==> config.mk <==
export PLATFORM = sky130hd
export DESIGN_NAME = ram_hs_arb
export DESIGN_NICKNAME = d
export VERILOG_FILES = /design/src/rtl/ram_hs_arb.sv
export SDC_FILE = /design/constraint.sdc
export NUM_CORES = 1
export LEC_CHECK = 0
export BUFFER_PORTS_ARGS = -buffer_cell sky130_fd_sc_hd__buf_2
export CAP_MARGIN = 40
export CELL_PAD_IN_SITES_DETAIL_PLACEMENT = 0
export CELL_PAD_IN_SITES_GLOBAL_PLACEMENT = 2
export CORE_AREA = 2 2 389 391
export DETAILED_ROUTE_END_ITERATION = 12
export DIE_AREA = 0 0 391 393
export PLACE_DENSITY_LB_ADDON = 0.2
export SLEW_MARGIN = 20
export SYNTH_ARGS = -nofsm -noshare
export SYNTH_HDL_FRONTEND = slang
export SYNTH_SLANG_ARGS = --single-unit
==> constraint.sdc <==
create_clock -name clk -period 2.13 [get_ports clk]
set_clock_uncertainty 0.1 [all_clocks]
set_input_delay 0.3195 -clock clk [delete_from_list [all_inputs] [get_ports clk]]
set_output_delay 0.3195 -clock clk [all_outputs]
set_load 0.005 [all_outputs]
==> src/rtl/ram_hs_arb.sv <==
// Shares one valid/ready SRAM wrapper among NUM_PORT clients with at most one read in flight.
// Define RAM_HS_ARB_RR_EN for round-robin arbitration; otherwise fixed priority, port 0 highest.
module ram_hs_arb #(
  parameter int NUM_PORT = 4,
  parameter int ADDR_W   = 6,
  parameter int DATA_W   = 128,
  parameter int ID_W     = $clog2(NUM_PORT)
) (
  input  logic                         clk,
  input  logic                         rst_n,
  input  logic [NUM_PORT-1:0]          c_wvalid,
  output logic [NUM_PORT-1:0]          c_wready,
  input  logic [NUM_PORT*ADDR_W-1:0]   c_waddr,
  input  logic [NUM_PORT*DATA_W-1:0]   c_wdata,
  input  logic [NUM_PORT-1:0]          c_arvalid,
  output logic [NUM_PORT-1:0]          c_arready,
  input  logic [NUM_PORT*ADDR_W-1:0]   c_araddr,
  output logic [NUM_PORT-1:0]          c_rvalid,
  input  logic [NUM_PORT-1:0]          c_rready,
  output logic [DATA_W-1:0]            c_rdata,
  output logic                         m_wvalid,
  input  logic                         m_wready,
  output logic [ADDR_W-1:0]            m_waddr,
  output logic [DATA_W-1:0]            m_wdata,
  output logic                         m_arvalid,
  input  logic                         m_arready,
  output logic [ADDR_W-1:0]            m_araddr,
  input  logic                         m_rvalid,
  output logic                         m_rready,
  input  logic [DATA_W-1:0]            m_rdata
);

  // First asserted request found when scanning upward (with wrap) from base.
  function automatic logic [ID_W-1:0] pick(input logic [NUM_PORT-1:0] req,
                                           input logic [ID_W-1:0]     base);
    logic [ID_W-1:0] win;
    logic            found;
    int              idx;
    win   = '0;
    found = 1'b0;
    for (int k = 0; k < NUM_PORT; k++) begin
      idx = (int'(base) + k) % NUM_PORT;
      if (!found && req[idx]) begin
        win   = ID_W'(idx);
        found = 1'b1;
      end
    end
    return win;
  endfunction

  logic            busy_q, busy_d;
  logic [ID_W-1:0] owner_q, owner_d;
  logic [ID_W-1:0] wbase, rbase;
  logic [ID_W-1:0] wg, rg;
  logic            any_w, any_r;
  logic            issue_ok, rd_hs, ar_acc;

`ifdef RAM_HS_ARB_RR_EN
  function automatic logic [ID_W-1:0] next_id(input logic [ID_W-1:0] id);
    return ID_W'((int'(id) + 1) % NUM_PORT);
  endfunction

  logic [ID_W-1:0] wptr_q, wptr_d;
  logic [ID_W-1:0] rptr_q, rptr_d;

  assign wbase = wptr_q;
  assign rbase = rptr_q;

  always_comb begin
    wptr_d = wptr_q;
    rptr_d = rptr_q;
    if (m_wvalid && m_wready) wptr_d = next_id(wg);
    if (ar_acc)               rptr_d = next_id(rg);
  end

  always_ff @(posedge clk or negedge rst_n) begin
    if (!rst_n) begin
      wptr_q <= '0;
      rptr_q <= '0;
    end else begin
      wptr_q <= wptr_d;
      rptr_q <= rptr_d;
    end
  end
`else
  assign wbase = '0;
  assign rbase = '0;
`endif

  always_comb begin
    any_w = |c_wvalid;
    any_r = |c_arvalid;
    wg    = pick(c_wvalid, wbase);
    rg    = pick(c_arvalid, rbase);

    m_wvalid     = any_w;
    m_waddr      = c_waddr[int'(wg)*ADDR_W +: ADDR_W];
    m_wdata      = c_wdata[int'(wg)*DATA_W +: DATA_W];
    c_wready     = '0;
    c_wready[wg] = any_w & m_wready;

    // A completing read frees the slot in the same cycle, so reads chain without a bubble.
    m_rready  = busy_q & c_rready[owner_q];
    rd_hs     = m_rvalid & m_rready;
    issue_ok  = ~busy_q | rd_hs;
    m_arvalid = any_r & issue_ok;
    m_araddr  = c_araddr[int'(rg)*ADDR_W +: ADDR_W];
    ar_acc    = m_arvalid & m_arready;

    c_arready     = '0;
    c_arready[rg] = ar_acc;

    // Stray SRAM data while idle is never routed to a client.
    c_rvalid          = '0;
    c_rvalid[owner_q] = m_rvalid & busy_q;
    c_rdata           = m_rdata;
  end

  always_comb begin
    busy_d  = busy_q;
    owner_d = owner_q;
    if (ar_acc) begin
      busy_d  = 1'b1;
      owner_d = rg;
    end else if (rd_hs) begin
      busy_d  = 1'b0;
    end
  end

  always_ff @(posedge clk or negedge rst_n) begin
    if (!rst_n) begin
      busy_q  <= 1'b0;
      owner_q <= '0;
    end else begin
      busy_q  <= busy_d;
      owner_q <= owner_d;
    end
  end

endmodule

==> out/qor.txt <==
HPWL Detailed - 52.1 mm
Worst Setup End Kind - output pin
Yosys warning count - 0
row count - 142
Fin Setup TNS - -0.0163 ns
peak supply drop - 279 uV
Overall Power - 2.92 mW
count of different cell masters after synthesis - 30
number of cells after detailed placement - 3,245
I/O Pins - 988
setup ws final - -0.0163 ns
number of flops mapped to enable cells by yosys - 0
leakage dissipation - 4.73 nW
crit-path max FO - 14
drt pass-1 iters - 5
status - finished, violations left
Gate Count Post-Synth - 686
Final Setup Violations - 1
Initial Utilization - 3.04%
vias in the first global route - 9,275
GR Overflow Total - 0
Synth area leaders - a22oi_1, buf_4, o21ai_0
fin. max-slew vios - 0
failing checks - setup timing
initial antenna violation count - 10
DRC viols - 0
CTS tree - built
Critical Path AT - 1.73 ns
post-route ant nets - 0
Max-slew headroom - 66.0%
most common cell in the netlist - a22oi_1
worst slack at placement - -0.381 ns
gr usage total - 7.01%
drt total wl - 60.7 mm
Yosys reg bits - 3
Startpoint Class - input pin
post-DR wirelength/cell - 18.5 um
WP data required - 1.71 ns
kind of critical path - input pin to output pin
FMAX - 466 MHz
RSZ-0062 raised after global routing - yes
NumNets Final - 2,031
drt via density - 2.62
clock root buffer - clkbuf_16
clock-pin slew on the worst setup and hold paths - 0.03 ns
CTS Sinks - 3
Routability Congestion - 0.852
Worst Tran Pin Value - 0.510 ns
CTS Buffer Depth - 2
Post-synth top cells - a22oi_1, buf_4, o21ai_0
Die Ht - 393 um
HP Class - input pin to flop
area growth from synthesis to layout - 144%
number of buffers added on ports - 731
largest area contributor in the netlist - a22oi_1
fin crit share - 101%
ys async rst share - 100%
core box area - 149,000 um2
Mapped Area - 4540 um2
top-area cell type share of the netlist area - 45.9%
Post-Syn Nets - 1,391
Die W - 391 um
Clock Latency Late Sink - 0.22 ns
Post-Syn Area per Cell - 6.62 um2
routed vias - 8,565
post-synthesis sequential area ratio - 1.65%
Pwr Density - 264 nW/um2
drt initial violations - 360
layout cell share with drive strength beyond 1 - 68.2%
DIE AREA - 154,000 um2
H-tree levels - 1
largest net degree at the start of global routing - 72
Fin. Hold Viols - 0
min Tclk post-route - 2.15 ns
Finished Layout Cells - 3,275
Most used DFF post-synth - dfrtp_1
fill cell count - 17,800
max-cap violations - 0
first-pass GRT wire length - 76.3 mm
total CTS buffers - 3
## metal layers
| layer | vias to the layer above | GRT usage [%] | routed length, um |
|---|---|---|---|
| li1 | 3886 | - | - |
| met1 | 4088 | 7.78 | 23300 |
| met2 | 508 | 12.4 | 29900 |
| met3 | 73 | 3.02 | 6270 |
| met4 | 10 | 1.34 | 1190 |
| met5 | - | 0 | 51 |
## critical path: stages
cell and delay (ns):
buf_12 0.12, nor3b_4 0.19, buf_4 0.17, bufbuf_16 0.30
buf_6 0.15, a22oi_1 0.09, o21ai_1 0.22, buf_2 0.15
## layout make-up
type	count	area, um2	area share [%]
Tap cell	1944	2430	21.9
Sequential cell	3	76.3	0.688
Multi-Input combinational cell	470	3380	30.5
Clock buffer	4	78.8	0.711
Antenna cell	6	15.0	0.135
Timing Repair Buffer	842	5080	45.8
Inverter	6	22.5	0.203
## path summary, 6_finish.rpt
check	start	end	slack, ns	cells past startpoint
setup / recovery	c_wvalid[1]	m_waddr[2]	-0.02	8
hold / removal	m_arready	busy_q$_DFFE_PN0P_	0.31	3
setup reg to reg	owner_q[1]$_DFFE_PN0P_	owner_q[0]$_DFFE_PN0P_	0.67	5
hold reg to reg	owner_q[0]$_DFFE_PN0P_	owner_q[0]$_DFFE_PN0P_	0.60	2
max in group asynchronous	rst_n	owner_q[1]$_DFFE_PN0P_	1.47	2
min in group asynchronous	rst_n	owner_q[1]$_DFFE_PN0P_	0.34	2
## metrics by stage
step | utilization (%) | hold slack, ns | instance area [um2]
final | 7.43 | 0.307 | 11100
after detailed placement | 6.89 | 0.0220 | 10300
after CTS | 7.08 | 0.309 | 10600
after global routing | 7.42 | 0.332 | 11100
after global placement | 6.89 | 0.0196 | 10300
after floorplan | - | -0.0761 | 4540
## state kept, by name (all words and copies together), names as in the netlist
| register | count |
|---|---|
| busy_q | 1 |
| owner_q | 2 |
## cells in the final DEF (no fill, tap or decap), drive strengths merged
| cell type | Yosys | layout |
|---|---|---|
| a22oi | 278 | 278 |
| a221oi | 1 | 1 |
| o31ai | 1 | 1 |
| inv | 6 | 6 |
| o221ai | 1 | 1 |
| buf | 167 | 834 |
| diode | 0 | 6 |
| o21ai | 141 | 141 |
| nor2b | 3 | 3 |
| o2111ai | 1 | 1 |
| a21boi | 1 | 1 |
| bufbuf | 0 | 1 |
| a21o | 1 | 1 |
| nor2 | 7 | 7 |
| mux2i | 2 | 2 |
| clkbuf | 40 | 10 |
| nand3 | 1 | 1 |
| and2 | 3 | 3 |
| nand2b | 1 | 1 |
| o211ai | 2 | 2 |
| dlygate4sd3 | 0 | 1 |
| nand2 | 7 | 7 |
| nor3 | 2 | 2 |
| nor3b | 2 | 2 |
| a22o | 6 | 6 |
| a21oi | 1 | 1 |
| dfrtp | 3 | 3 |
| and3 | 7 | 7 |
| a31oi | 1 | 1 |
## where the power goes
| group | switching (mW) | total (mW) | internal, mW |
|---|---|---|---|
| Sequential | 0.0410 | 0.125 | 0.0837 |
| Clock | 0.0499 | 0.297 | 0.247 |
| Combinational | 1.28 | 2.50 | 1.22 |
| Total | 1.38 | 2.92 | 1.55 |
## kinds of logic after synthesis
logic type             Yosys count  synth area share [%]
AO/OA/AOI/OAI                  435                  64.4
buffers and inverters          213                  29.7
AND/OR/NAND/NOR                 33                  3.85
flip-flops                       3                  1.65
multiplexers                     2                 0.441
## repair_timing
item	4_1_cts	5_1_grt
setup buffers	3	8
cloned	1	7
hold buffers	1	0
endpoints found under the setup margin	48	115
endpoints found under the hold margin	3	0
pin swaps	2	13
gates resized for setup	56	89
No activity file was read; power rests on OpenSTA's default activity.
